===== src/rtl/keypad_pkg.sv =====
// Shared types and constants for the keypad front-end and the downstream key decoding.
package keypad_pkg;

    typedef enum logic [1:0] {
        IDLE       = 2'd0,
        PRESS_DB   = 2'd1,
        HELD       = 2'd2,
        RELEASE_DB = 2'd3
    } state_t;

    localparam int KEY_W    = 5;
    localparam int NUM_KEYS = 16;
    localparam logic [KEY_W-1:0] NO_KEY = 5'h10;

endpackage


===== src/rtl/key_encoder.sv =====
// Combinational encoder: lowest set bit index plus one-hot and empty flags.
module key_encoder
    import keypad_pkg::*;
(
    input  logic [NUM_KEYS-1:0] vec,
    output logic [3:0]          index,
    output logic                one_hot,
    output logic                none
);

    logic [4:0] ones_s;

    // Scan from the top so the lowest set bit wins the index
    always_comb begin
        index  = 4'd0;
        ones_s = 5'd0;
        for (int i = NUM_KEYS - 1; i >= 0; i--) begin
            ones_s = ones_s + {4'd0, vec[i]};
            if (vec[i]) begin
                index = 4'(i);
            end else begin
                index = index;
            end
        end
        one_hot = (ones_s == 5'd1);
        none    = (ones_s == 5'd0);
    end

endmodule


===== src/rtl/keypad_debouncer.sv =====
// Synchronises and debounces the raw keypad, emitting one strobe per accepted press
// with optional auto-repeat while a single key is held.
module keypad_debouncer
    import keypad_pkg::*;
#(
    parameter int DEBOUNCE_CYCLES = 41600,
    parameter int REPEAT_CYCLES   = 0
) (
    input  logic                clk_i,
    input  logic                reset_n,
    input  logic [NUM_KEYS-1:0] buttons,
    output logic [KEY_W-1:0]    key_value,
    output logic                key_valid,
    output logic                key_multi,
    output logic                busy
);

    localparam int CNT_W = $clog2(DEBOUNCE_CYCLES);
    localparam int REP_W = (REPEAT_CYCLES > 1) ? $clog2(REPEAT_CYCLES) : 1;
    localparam logic [CNT_W-1:0] DB_LAST  = CNT_W'(DEBOUNCE_CYCLES - 1);
    localparam logic [REP_W-1:0] REP_LAST = REP_W'((REPEAT_CYCLES > 0) ? REPEAT_CYCLES - 1 : 0);
    localparam bit REP_EN = (REPEAT_CYCLES > 0);

    logic [NUM_KEYS-1:0] meta_r, sync_r, sync_prev_r;
    logic [CNT_W-1:0]    db_cnt_r;
    logic [REP_W-1:0]    rep_cnt_r, rep_next_s;
    state_t              state_r, state_next_s;
    logic [KEY_W-1:0]    key_value_r, key_value_next_s;
    logic                key_valid_r, key_valid_next_s;
    logic                key_multi_r, key_multi_next_s;
    logic                busy_r;
    logic                changed_s, stable_s;
    logic [3:0]          enc_index_s;
    logic                enc_one_hot_s, enc_none_s;

    key_encoder u_enc (
        .vec     (sync_r),
        .index   (enc_index_s),
        .one_hot (enc_one_hot_s),
        .none    (enc_none_s)
    );

    assign changed_s = (sync_r != sync_prev_r);
    assign stable_s  = !changed_s && (db_cnt_r == DB_LAST);

    // Two-flop synchroniser plus the previous-cycle copy used for change detection
    always_ff @(posedge clk_i or negedge reset_n) begin
        if (!reset_n) begin
            meta_r      <= '0;
            sync_r      <= '0;
            sync_prev_r <= '0;
        end else begin
            meta_r      <= buttons;
            sync_r      <= meta_r;
            sync_prev_r <= sync_r;
        end
    end

    // Stability counter: restarts on any change, saturates at the last debounce cycle
    always_ff @(posedge clk_i or negedge reset_n) begin
        if (!reset_n) begin
            db_cnt_r <= '0;
        end else if (changed_s) begin
            db_cnt_r <= '0;
        end else if (db_cnt_r != DB_LAST) begin
            db_cnt_r <= db_cnt_r + 1'b1;
        end else begin
            db_cnt_r <= db_cnt_r;
        end
    end

    // Next-state and registered-output logic
    always_comb begin
        state_next_s     = state_r;
        key_value_next_s = key_value_r;
        key_valid_next_s = 1'b0;
        key_multi_next_s = 1'b0;
        rep_next_s       = '0;
        case (state_r)
            IDLE: begin
                if (!enc_none_s) begin
                    state_next_s = PRESS_DB;
                end else begin
                    state_next_s = IDLE;
                end
            end
            PRESS_DB: begin
                if (enc_none_s) begin
                    state_next_s = IDLE;
                end else if (stable_s) begin
                    state_next_s = HELD;
                    if (enc_one_hot_s) begin
                        key_value_next_s = {1'b0, enc_index_s};
                        key_valid_next_s = 1'b1;
                    end else begin
                        key_multi_next_s = 1'b1;
                    end
                end else begin
                    state_next_s = PRESS_DB;
                end
            end
            HELD: begin
                if (enc_none_s) begin
                    state_next_s = RELEASE_DB;
                end else if (REP_EN && (key_value_r != NO_KEY)) begin
                    // A multi-key press leaves NO_KEY, which also suppresses repeat
                    if (rep_cnt_r == REP_LAST) begin
                        key_valid_next_s = 1'b1;
                        rep_next_s       = '0;
                    end else begin
                        rep_next_s = rep_cnt_r + 1'b1;
                    end
                end else begin
                    rep_next_s = '0;
                end
            end
            RELEASE_DB: begin
                if (!enc_none_s) begin
                    state_next_s = HELD;
                end else if (stable_s) begin
                    state_next_s     = IDLE;
                    key_value_next_s = NO_KEY;
                end else begin
                    state_next_s = RELEASE_DB;
                end
            end
            default: begin
                state_next_s     = IDLE;
                key_value_next_s = NO_KEY;
            end
        endcase
    end

    // State, repeat counter and output registers
    always_ff @(posedge clk_i or negedge reset_n) begin
        if (!reset_n) begin
            state_r     <= IDLE;
            rep_cnt_r   <= '0;
            key_value_r <= NO_KEY;
            key_valid_r <= 1'b0;
            key_multi_r <= 1'b0;
            busy_r      <= 1'b0;
        end else begin
            state_r     <= state_next_s;
            rep_cnt_r   <= rep_next_s;
            key_value_r <= key_value_next_s;
            key_valid_r <= key_valid_next_s;
            key_multi_r <= key_multi_next_s;
            busy_r      <= (state_next_s != IDLE);
        end
    end

    assign key_value = key_value_r;
    assign key_valid = key_valid_r;
    assign key_multi = key_multi_r;
    assign busy      = busy_r;

endmodule


===== config.mk =====
export PLATFORM = sky130hd
export DESIGN_NAME = keypad_debouncer
export DESIGN_NICKNAME = d
export VERILOG_FILES = /design/src/rtl/keypad_pkg.sv /design/src/rtl/key_encoder.sv /design/src/rtl/keypad_debouncer.sv
export SDC_FILE = /design/constraint.sdc
export NUM_CORES = 1
export LEC_CHECK = 0
export ABC_AREA = 1
export CAP_MARGIN = 25
export CORE_MARGIN = 2
export CORE_UTILIZATION = 45
export DETAILED_ROUTE_END_ITERATION = 12
export MAX_ROUTING_LAYER = met4
export PLACE_DENSITY = 0.73
export RECOVER_POWER = 50
export SLEW_MARGIN = 20
export SYNTH_ARGS = -nofsm -noshare
export SYNTH_HDL_FRONTEND = slang
export SYNTH_SLANG_ARGS = --single-unit

===== constraint.sdc =====
create_clock -name clk_i -period 5.5 [get_ports clk_i]
set_input_delay 1.1 -clock clk_i [delete_from_list [all_inputs] [get_ports clk_i]]
set_output_delay 1.1 -clock clk_i [all_outputs]
set_load 0.02 [all_outputs]

==> reports/metrics.yaml, run 1 <==
status: "finished, violations left"
violations: "max-capacitance violations, max-slew violations"
cts_max_level: 3
synth.cell_area_sq_um: 3250
clk_pin_slew_ns: 0.07
final_common_cell: "dfrtp_1"
cp_slowest_cell: "fa_1"
worstHoldStart: "meta_r[10]"
required_ns: 5.75
r2r_cells: 21
die_width_um: 89.0
cts_resized: 0
comb_power_share_pct: 19.6
design_area_sq_um: 3790
power_frac_clock_pct: 31.7
first_global_vias: 2107
syn_nets: 348
yosysSeqAreaShare_pct: 57.0
final_cell_mix: "dfrtp_1, inv_1, nand2_1"
finalSetupTns_ns: 0
power.leakage_nw: 1.74
slowest_delay_ns: 0.52
synth-main-ff-cell: "dfrtp_1"
grt_overflow: 0
max_cap_viol_count: 1
grt_pass1_wl_mm: 9.18
clock.fmax_ghz: 0.205
min_path_cells: 0
nFillCells: 635
slew_headroom_pct: -146
async_flop_share_pct: 100
synth_area_per_cell_sq_um: 10.4
rows: 30
cpMostUsedCell: "fa_1"
cts.root.buffer_cell: "clkbuf_8"
setup_viol: 0
internal-power_w: 0.000834
clock_sinks: 74
timing.rr.start: "sync_r[15]"
drive_gt1_share_pct: 8.22
antenna_found_initial: 0
portBuffers: 25
switching_share_pct: 29.8
total_power_w: 0.00119
floorplan.initialDensity_pct: 47.0
cp_data_arrival_time_ns: 5.12
first_pass_iters: 4
dp_hpwl_mm: 3.75
crit_path_start: "sync_r[15]"
cts_setup_buffers: 0
clk_latency_ns: 0.35
final_max_slew_viol_count: 75
cts_hold_buf: 0
post_synth_num_cell_types: 30
cts_tree: "yes"
routed_wl_mm: 5.07
rr_endpoint: "key_value[0]"
grt_max_degree: 75
core_sq_um: 6910
die_h_um: 89.0
crit_family: "adder cells"
whs_endpoint: "sync_r[10]"
fin_hold_ws_ns: 0.349
track_usage_pct: 16.1
ys_ff_latch: 74
m1WireLength_mm: 2.24
min_path_type: "reg2reg"
tightest_slew_ns: 3.69
drtIter0Drc: 106
fin_util_pct: 54.9
crit_fanout: 9
synth_edf_count: 0
r2r_setup_slack_ns: 0.63
pin_count: 26
cp-start-kind: "flip-flop"
finalCriticalPeriod_ns: 4.87
via_per_inst: 4.74
cts_buffers: 9
drc: 0
route.met2.wl_mm: 2.47
area_growth_pct: 16.8
wl_met3_um: 228
skew_ns: 0.00448
end_kind: "flip-flop"
power.switching_w: 0.000354
synthCells: 312
hold_viol: 0
top_layer_used: "met4"
place.gp.congestion: 0.858
crit_type: "reg2reg"
p_per_area_nw_per_um2: 313
wl_per_cell_um: 11.3
crit_chain: "inv_1 > ha_1 > inv_1 > fa_1 > inv_1 > fa_1 > fa_1 > inv_1 > fa_1 > inv_1 > fa_1 > fa_1 > xor2_1 > a21oi_1 > nand2_1 > nand2_1 > nand2_1 > nand3_4 > nor2_2 > nand2_1 > nand2_1"
die_area_sq_um: 7910
antennaDiodeCount: 0
crit_buf_inv: 5
cts_buffer_depth: 2
post_dp_cell_area_sq_um: 3620
p_seq_share_pct: 48.7
fin_crit_sh_pct: 88.5
yosys_warnings: 0
irDropWorstVdd_mv: 0.223
vias: 2128
finalNetCount: 384
final_antenna_net_count: 0
grt_setup_unrepaired: "no"
[worst max path at each step]
stage                     cells after the start            to
after global routing                         21  key_value[0]
after floorplan                              21  key_value[0]
after detailed placement                     21  key_value[0]
after global placement                       21  key_value[0]
final                                        21  key_value[0]
after CTS                                    21  key_value[0]
[power by group through the flow]
stage	Sequential, W	Clock, W	Combinational [W]
after CTS	0.000579	0.000394	0.000240
final	0.000579	0.000377	0.000233
after detailed placement	0.000590	0	0.000239
after global routing	0.000582	0.000419	0.000278
after floorplan	0.000587	0	0.000174
after global placement	0.000589	0	0.000227
[kinds of logic after synthesis]
kind of cell	count (synthesis)	synth area share (%)
simple gates	112	16.3
fa+ha+maj	18	9.25
mux	1	0.308
flops	74	57.0
xor+xnor	17	4.58
buf+inv	54	6.28
compound gates	36	6.28
[state kept, by name (all words and copies together) (netlist names)]
| signal | count |
|---|---|
| key_multi | 1 |
| meta_r | 16 |
| busy | 1 |
| key_valid | 1 |
| state_r | 2 |
| sync_r | 16 |
| db_cnt_r | 16 |
| sync_prev_r | 16 |
| key_value | 5 |
[through the flow]
step           setup WS [ns]  cells
2_1_floorplan          0.934    312
3_5_place_dp           0.626    433
6_report               0.632    449
5_1_grt                0.319    449
4_1_cts                0.602    449
3_3_place_gp           0.793    433
[synthesized netlist by cell type (4+ instances only)]
cell type | count | area, sq um
inv_1 | 53 | 199
fa_1 | 10 | 200
o21ai_0 | 11 | 55.1
a21oi_1 | 12 | 60.1
ha_1 | 8 | 100
dfrtp_1 | 73 | 1830
nand3_1 | 21 | 105
nand2_1 | 47 | 176
nor2_1 | 23 | 86.3
nor3_1 | 4 | 20.0
xor2_1 | 17 | 149
[routing by layer]
layer	up-vias	GRT usage, %
li1	1055	-
met5	-	-
met2	42	25.4
met1	1014	18.4
met4	0	7.87
met3	17	5.36
[area by class of cell]
cell class                 count  area [sq um]  area share (%)
clock inverter                 5          38.8            1.02
multi-input combinational    184          1190            31.4
sequential                    74          1850            48.9
timing repair buffer          26           249            6.57
inverter                      53           199            5.25
clock buffer                  11           141            3.73
tap                           96           120            3.17
Note: power is estimated with default switching activity, not from simulation.
==> run 2, diff against run 1 <==
--- a/config.mk
+++ b/config.mk
@@ -7,11 +7,13 @@
 export LEC_CHECK = 0
 export ABC_AREA = 1
 export CAP_MARGIN = 25
+export CELL_PAD_IN_SITES_DETAIL_PLACEMENT = 2
+export CELL_PAD_IN_SITES_GLOBAL_PLACEMENT = 2
 export CORE_MARGIN = 2
-export CORE_UTILIZATION = 45
+export CORE_UTILIZATION = 38
 export DETAILED_ROUTE_END_ITERATION = 12
 export MAX_ROUTING_LAYER = met4
-export PLACE_DENSITY = 0.73
+export PLACE_DENSITY = 0.88
 export RECOVER_POWER = 50
 export SLEW_MARGIN = 20
 export SYNTH_ARGS = -nofsm -noshare
==> run 2 against run 1 <==
Compared with the run above:
- sequential share of layout area fell by 0.34 points
- sequential cell count did not move
- highest routed layer unchanged
- final area rose by 0.69%
- utilization fell by 8.7 points
- fmax fell by 5.9%
- non-clock buffer count did not move
- final cell count rose by 2.0%
- the run still ends with max-capacitance violations, max-slew violations left
==> reports/metrics.yaml, run 2 (synthesis results as in run 1) <==
antennaDiodeCount: 0  # unchanged
cts_hold_buf: 0  # unchanged
min_path_type: "reg2reg"
clk_latency_ns: 0.36  # about the same
core_sq_um: 8260  # +20%
cts_setup_buffers: 0  # unchanged
setup_viol: 0  # unchanged
drive_gt1_share_pct: 8.22  # unchanged
first_global_vias: 2793  # +33%
grt_setup_unrepaired: "no"
die_h_um: 96.5  # +8.4%
clk_pin_slew_ns: 0.08  # about the same
tightest_slew_ns: 1.99  # -1.70 ns
first_pass_iters: 4  # unchanged
rows: 33  # +10%
routed_wl_mm: 8.55  # +69%
cts_buffers: 9  # unchanged
status: "finished, violations left"
clock_sinks: 74  # unchanged
area_growth_pct: 17.6
crit_type: "reg2reg"
crit_family: "adder cells"
irDropWorstVdd_mv: 0.158  # -29%
grt_overflow: 0  # unchanged
finalSetupTns_ns: 0  # unchanged
finalCriticalPeriod_ns: 5.17  # +0.306 ns
grt_max_degree: 75  # unchanged
slowest_delay_ns: 0.54  # +0.02 ns
violations: "max-capacitance violations, max-slew violations"
via_per_inst: 5.03  # +6.2%
final_common_cell: "dfrtp_1"
cp_data_arrival_time_ns: 5.42  # +0.30 ns
skew_ns: 0.00974  # +0.00527 ns
grt_pass1_wl_mm: 14.6  # +59%
hold_viol: 0  # unchanged
crit_path_start: "sync_r[15]"
die_area_sq_um: 9300  # +18%
power.leakage_nw: 1.75  # +0.21%
finalNetCount: 384  # unchanged
nFillCells: 873  # +37%
cts_max_level: 3  # unchanged
drtIter0Drc: 92  # -13%
end_kind: "flip-flop"
final_cells: 458  # +2.0%
slew_headroom_pct: -32.8  # +110 points
portBuffers: 25  # unchanged
wl_per_cell_um: 18.7  # +65%
place.gp.congestion: 0.752  # -12%
pin_count: 26  # unchanged
crit_buf_inv: 5  # unchanged
floorplan.initialDensity_pct: 39.3  # -7.7 points
register_area_sq_um: 1850  # unchanged
die_width_um: 96.5  # +8.4%
multiInputGateArea_sq_um: 1190  # unchanged
cts_tree: "yes"
drc: 0  # unchanged
fin_crit_sh_pct: 94.1  # +5.6 points
final_max_slew_viol_count: 38  # -49%
final_antenna_net_count: 0  # unchanged
cts_buffer_depth: 2  # unchanged
dp_hpwl_mm: 5.85  # +56%
cts.root.buffer_cell: "clkbuf_8"
cpMostUsedCell: "fa_1"
required_ns: 5.75  # about the same
cp_slowest_cell: "fa_1"
cp-start-kind: "flip-flop"
crit_fanout: 9  # unchanged
vias: 2306  # +8.4%
timing.rr.start: "sync_r[15]"
crit_chain: "inv_1 > ha_1 > inv_1 > fa_1 > inv_1 > fa_1 > fa_1 > inv_1 > fa_1 > inv_1 > fa_1 > fa_1 > xor2_1 > a21oi_1 > nand2_1 > nand2_1 > nand2_1 > nand3_4 > nor2_2 > nand2_1 > nand2_1"
cts_resized: 0  # unchanged
antenna_found_initial: 0  # unchanged
track_usage_pct: 22.5  # +6.4 points
worstHoldStart: "meta_r[8]"
clock.fmax_ghz: 0.193  # -5.9%
final_cell_mix: "dfrtp_1, inv_1, nand2_1"
post-place-cells: 441  # +1.8%
max_cap_viol_count: 1  # unchanged
p_per_area_nw_per_um2: 326  # +3.9%
[run 2: changes by cell type in the layout (fill, tap and decap cells not counted), sizes merged]
cell,before,now
dlygate4sd3,16,9
clkdlybuf4s50,8,15
[run 2: path summary, 6_finish.rpt]
kind                       cells after the start  slack (ns)      endpoint
hold reg to reg                                0        0.35     sync_r[8]
max in group asynchronous                      1        3.05     key_multi
setup / recovery                              21        0.33  key_value[0]
hold / removal                                 0        0.35     sync_r[8]
min in group asynchronous                      1        1.29  db_cnt_r[15]
setup reg to reg                              21        0.33  key_value[0]
[run 2: area by class of cell]
class | count | area share, %
clock buffers | 11 | 3.70
multi-input cells | 184 | 31.2
repair buffers | 26 | 6.91
well taps | 105 | 3.44
flip-flops and latches | 74 | 48.5
inverters | 53 | 5.21
clock inverters | 5 | 1.02
[run 2: layer usage]
metal,vias to the layer above,track usage (%),share of wire [%]
met1,1193,23.8,39
met5,-,-,0
met4,0,11.0,4.2
met2,39,38.8,54
met3,22,6.28,3.2
li1,1052,-,-
[run 2: worst register-to-register path, stage by stage, from the launching register on]
cell and delay (ns):
dfrtp_1 0.47, inv_1 0.08, ha_1 0.28, inv_1 0.06
fa_1 0.49, inv_1 0.06, fa_1 0.49, fa_1 0.54
inv_1 0.07, fa_1 0.51, inv_1 0.06, fa_1 0.40
fa_1 0.42, xor2_1 0.17, a21oi_1 0.28, nand2_1 0.15
nand2_1 0.12, nand2_1 0.10, nand3_4 0.14, nor2_2 0.04
nand2_1 0.09, nand2_1 0.06
[run 2: through the flow]
step / hold WS (ns) / power, W / instance area [sq um] / worst slack [ns] / util (%)
finish: 0.347 / 0.00124 / 3820 / 0.326 / 46.2
global route: 0.354 / 0.00133 / 3820 / 0.0856 / 46.2
CTS: 0.348 / 0.00127 / 3800 / 0.312 / 46.0
detailed placement: 0.336 / 0.000856 / 3620 / 0.396 / 43.9
global placement: 0.333 / 0.000823 / 3620 / 0.767 / 43.9
floorplan: 0.331 / 0.000761 / 3250 / 0.934 / -
[run 2: report_power, final]
group	switching (W)	internal [W]
sequential	0.0000175	0.000564
clock	0.000212	0.000177
combinational	0.000170	0.000102
total	0.000400	0.000844
==> edit 1: new RTL, settings of run 2 <==
The 4 states of `state_t` get a one-hot encoding in 4 bits.
--- a/src/rtl/keypad_pkg.sv
+++ b/src/rtl/keypad_pkg.sv
@@ -3,7 +3,7 @@
 
-    typedef enum logic [1:0] {
-        IDLE       = 2'd0,
-        PRESS_DB   = 2'd1,
-        HELD       = 2'd2,
-        RELEASE_DB = 2'd3
+    typedef enum logic [3:0] {
+        IDLE       = 4'b0001,
+        PRESS_DB   = 4'b0010,
+        HELD       = 4'b0100,
+        RELEASE_DB = 4'b1000
     } state_t;
Behaviour: no difference found for any inputs over 10 cycles, from zero or initial values and one cycle with reset_n low; not proved beyond that.
==> edit 1 against run 2 <==
- count of clock-buffer cells in the layout is 2 lower
- total power is 27% higher
- sequential cell count is 2 higher
- worst setup slack worse by 0.059 ns
- critical path type unchanged
- final cell count is 17% higher
- design area is 9.5% higher
- largest power group unchanged
- wire length is 8.3% higher
- the run still ends with capacitance limit, slew limit left
- area after synthesis is 9.2% higher
- hold slack better by 0.0052 ns
==> edit 1: results (changes against run 2) <==
* R2r setup slk at 0.27 ns (-0.06 ns)
* Grt met3 use at 0.05132 (-0.01152)
* Tot GR Track Use at 0.2077 (-0.01724)
* Synth top cells by count: nand2_1 (97), dfrtp_1 (74), inv_1 (69)
* Yosys top cell area share at 0.5222 (-0.04017)
* Failing checks: capacitance limit, slew limit
* Arr. time, crit path at 5.49 ns (+0.07 ns)
* Vias in the first global route at 3,099 (+11%)
* Met2 usage at 0.3544 (-0.03337)
* Critical hold path startpoint: meta_r[14]$_DFF_PN0_
* Yosys cell types at 36 (+20%)
* Worst r2r dst: key_value[2]$_DFFE_PN0P_
* Status: finished, violations left
* VDD IR max at 0.1381 mV (-13%)
* Routed via count at 2,711 (+18%)
* Syn Nets at 419 (+20%)
* Routability Congestion at 0.8553 (+14%)
* Slew Limit Fails at 38 (unchanged)
* Worst path max stage delay at 0.51 ns (-0.03 ns)
* Total of max-cap violations at 1 (unchanged)
* Layout cells sized above 1 at 0.08962 (+0.007470)
* Avg WL per Cell at 17.30 um (-7.3%)
* Leakage Power at 2.084 nW (+19%)
* Drt initial violations at 77 (-16%)
* Worst-Margin Slew at 2.093 ns (+0.1013 ns)
* Nets@finish at 456 (+19%)
* Final Skew at 0.01197 ns (+0.002234 ns)
* Clock slew at the register clock pins of the worst setup and hold paths at 0.08 ns (about the same)
* Met1 usage at 0.2378 (about the same)
* Largest net degree at the start of global routing at 77 (+2.7%)
* Top cells by area, synth: dfrtp_1 (52%), nand2_1 (10%), inv_1 (7.3%)
* Global-route wire length before repair at 15,480 um (+6.3%)
-- edit 1: cell families (layout without fill, tap and decap cells) --
group                    after synthesis  count (layout)  share of synthesized area
XOR/XNOR                               3               3                   0.007411
AND/OR/NAND/NOR                      178             178                     0.2325
adder cells (fa/ha/maj)               18              18                    0.08469
flip-flops                            76              76                     0.5371
AO/OA/AOI/OAI                         34              34                    0.05999
buffers and inverters                 74             115                    0.07834
-- edit 1: worst max-delay path: cells and delay by family (launching register included) --
| kind | cells | cell delay (ns) |
|---|---|---|
| DFF | 1 | 0.44 |
| adders and majority gates | 7 | 3.07 |
| xor gates and xnor gates | 1 | 0.25 |
| and+or+nand+nor | 5 | 0.76 |
| buffers and inverters | 6 | 0.41 |
| AOI/OAI and AO/OA | 2 | 0.18 |
-- edit 1: cell type report --
class                   instances  area [um^2]
inverters                      74        277.8
well taps                     111        138.9
fillers                       974         4972
multi-input cells             233         1383
clock inverters                 6        88.84
clock buffers                   9        123.9
repair buffers                 26        264.0
flip-flops and latches         76         1904
-- edit 1: worst max-delay path by stage --
stage	startpoint	to	slack, ns	depth (start not counted)
CTS	sync_r[15]$_DFF_PN0_	key_value[2]$_DFFE_PN0P_	0.17	21
detailed placement	sync_r[14]$_DFF_PN0_	key_value[2]$_DFFE_PN0P_	0.29	21
global route	sync_r[15]$_DFF_PN0_	key_value[0]$_DFFE_PN0P_	-0.06	21
floorplan	sync_r[15]$_DFF_PN0_	key_value[2]$_DFFE_PN0P_	0.79	21
global placement	sync_r[14]$_DFF_PN0_	key_value[2]$_DFFE_PN0P_	0.60	21
finish	sync_r[15]$_DFF_PN0_	key_value[2]$_DFFE_PN0P_	0.27	21
-- edit 1: through the flow --
step	std cells	hold WS, ns	setup WS [ns]	area (um^2)
2_1_floorplan	383	0.3312	0.7867	3546
3_3_place_gp	519	0.3321	0.6006	3933
3_5_place_dp	519	0.3372	0.2853	3933
4_1_cts	534	0.3552	0.1720	4145
5_1_grt	535	0.3607	-0.06021	4180
6_report	535	0.3517	0.2674	4180
-- edit 1: routing by layer --
layer / vias to the layer above / routed length [um] / share of wire
met2: 38 / 4805 / 0.52
li1: 1263 / - / -
met3: 22 / 297 / 0.032
met4: 0 / 173 / 0.019
met1: 1388 / 3977 / 0.43
met5: - / 0 / 0
-- edit 1: power by group --
part,switching (W),internal (W)
Sequential,0.0000253,0.000603
Combinational,0.000294,0.000187
Clock,0.000219,0.000254
==> edit 2: new RTL, config.mk and constraints of run 2 <==
Without the edit above. Set the package constant `NUM_KEYS` to 24 (it was 16).
--- a/src/rtl/keypad_pkg.sv
+++ b/src/rtl/keypad_pkg.sv
@@ -11,3 +11,3 @@
     localparam int KEY_W    = 5;
-    localparam int NUM_KEYS = 16;
+    localparam int NUM_KEYS = 24;
     localparam logic [KEY_W-1:0] NO_KEY = 5'h10;
Ports: changed (resized buttons); port bits go from 26 to 34. No check against the original RTL was run, so the function may have changed too.
==> edit 2 against run 2 <==
- the flow finishes with violations (capacitance limit, slew limit, setup timing)
- area after synthesis grew 32%
- combinational power rose to 3.2 times the old value
- worst setup slack lost 0.45 ns
- clock power increased by 61%
- sequential cell count up 24
- design area up 38%
- clock skew decreased by 0.0015 ns
- sequential power increased by 33%
- wire length grew 44%
- die area up 31%
- hold slack improved by 0.0074 ns
- via count grew 32%
- maximum frequency down 8.1%
- total power up 82%
- critical endpoint is now key_value[2]$_DFFE_PN0P_
- highest routed layer unchanged
==> edit 2: results (changes against run 2) <==
* Syn Nets at 439 (+26%)
* Slew margin rel. at -0.7534 (-0.4257)
* Hold_ws at 0.3539 ns (+0.007390 ns)
* Leakage Power at 2.389 nW (+37%)
* Met2 usage at 0.4106 (+0.02287)
* CP max FO at 3 (-6)
* Seq. cell area at 2454 um^2 (+32%)
* Layout cells sized above 1 at 0.1454 (+0.06322)
* Post-CTS Setup Repair Bufs at 6 (+6)
* Hold EP: sync_r[9]$_DFF_PN0_
* Met1 wire length at 5016 um (+51%)
* Worst r2r dst: key_value[2]$_DFFE_PN0P_
* Final Skew at 0.008275 ns (-0.001465 ns)
* Placed Area at 4872 um^2 (+35%)
* Vias in the first global route at 3,622 (+30%)
* R2r setup slk at -0.13 ns (-0.45 ns)
* Layout Cells excl Fill at 594 (+30%)
* Status: finished, violations left
* Placed insts at 570 (+29%)
* Failing checks: capacitance limit, slew limit, setup timing
* Final setup margin at -0.1282 ns (-0.4543 ns)
* Cells on worst reg2reg path at 24 (+14%)
* Total of max-cap violations at 1 (unchanged)
* Yosys cell types at 33 (+10%)
* Grt met3 use at 0.04997 (-0.01287)
* Post-synthesis sequential area ratio at 0.5724 (+0.001895)
* Syn_area_per_cell at 11.11 um^2 (+6.7%)
* Final number of setup-violating endpoints at 5 (+5)
* Slew Limit Fails at 49 (+29%)
* Worst setup startpoint: sync_r[23]$_DFF_PN0_
* VDD IR max at 0.1947 mV (+23%)
* Tmin final at 5.628 ns (+0.4543 ns)
* Met3 WL post-DR at 385 um (+42%)
* Synth top cells by count: dfrtp_1 (97), inv_1 (71), nand2_1 (57)
* Met2 routed wirelength at 6627 um (+44%)
* Top cells by area, synth: dfrtp_1 (57%), fa_1 (7.9%), inv_1 (6.2%)
* Via density at 5.111 (+1.5%)
* Routability Congestion at 0.7792 (+3.6%)
* Global-route wire length before repair at 19,640 um (+35%)
* Nets@finish at 502 (+31%)
-- edit 2: cell count changes after synthesis, moves of 5 or more --
cell            run 2  this run
nand2_1            47        57
fa_1               10        17
nor4_1              2         8
inv_1              53        71
nand4_1             2         9
xnor2_1             0        10
dfrtp_1            73        97
nor2_1             23        17
nand3_1            21        16
-- edit 2: cell families (layout without fill, tap and decap cells) --
| family | count (synthesis) | count (layout) | share of synthesized area |
|---|---|---|---|
| buffers and inverters | 72 | 140 | 0.06422 |
| AND/OR/NAND/NOR | 126 | 126 | 0.1521 |
| adder cells (fa/ha/maj) | 27 | 27 | 0.1086 |
| flip-flops | 98 | 98 | 0.5724 |
| XOR/XNOR | 27 | 27 | 0.05516 |
| AO/OA/AOI/OAI | 36 | 36 | 0.04758 |
-- edit 2: worst max-delay path, cell delays in order (launching register included) --
cell and delay [ns]:
dfrtp_1 0.38, inv_2 0.06, ha_4 0.26, inv_2 0.03, fa_1 0.50, inv_2 0.04
fa_1 0.50, fa_1 0.44, fa_1 0.52, inv_2 0.05, fa_1 0.49, inv_2 0.05
fa_2 0.40, fa_2 0.41, nand2_1 0.09, nand2_1 0.06, a21oi_2 0.14, inv_2 0.08
nor4_4 0.30, xor2_2 0.13, nor3_2 0.19, nand2_1 0.14, nor2_2 0.15, nand4_1 0.09
nand2_1 0.08
-- edit 2: final cells by class --
type	count	share of cell area
multi-input cells	216	0.3076
flip-flops and latches	98	0.4655
clock buffers	10	0.04534
well taps	140	0.03323
inverters	72	0.05222
clock inverters	6	0.01116
repair buffers	52	0.08498
-- edit 2: where the power goes --
part           total [W]  switching, W  internal (W)
logic           0.000867      0.000511      0.000356
registers       0.000774     0.0000237      0.000750
clock network   0.000629      0.000300      0.000329
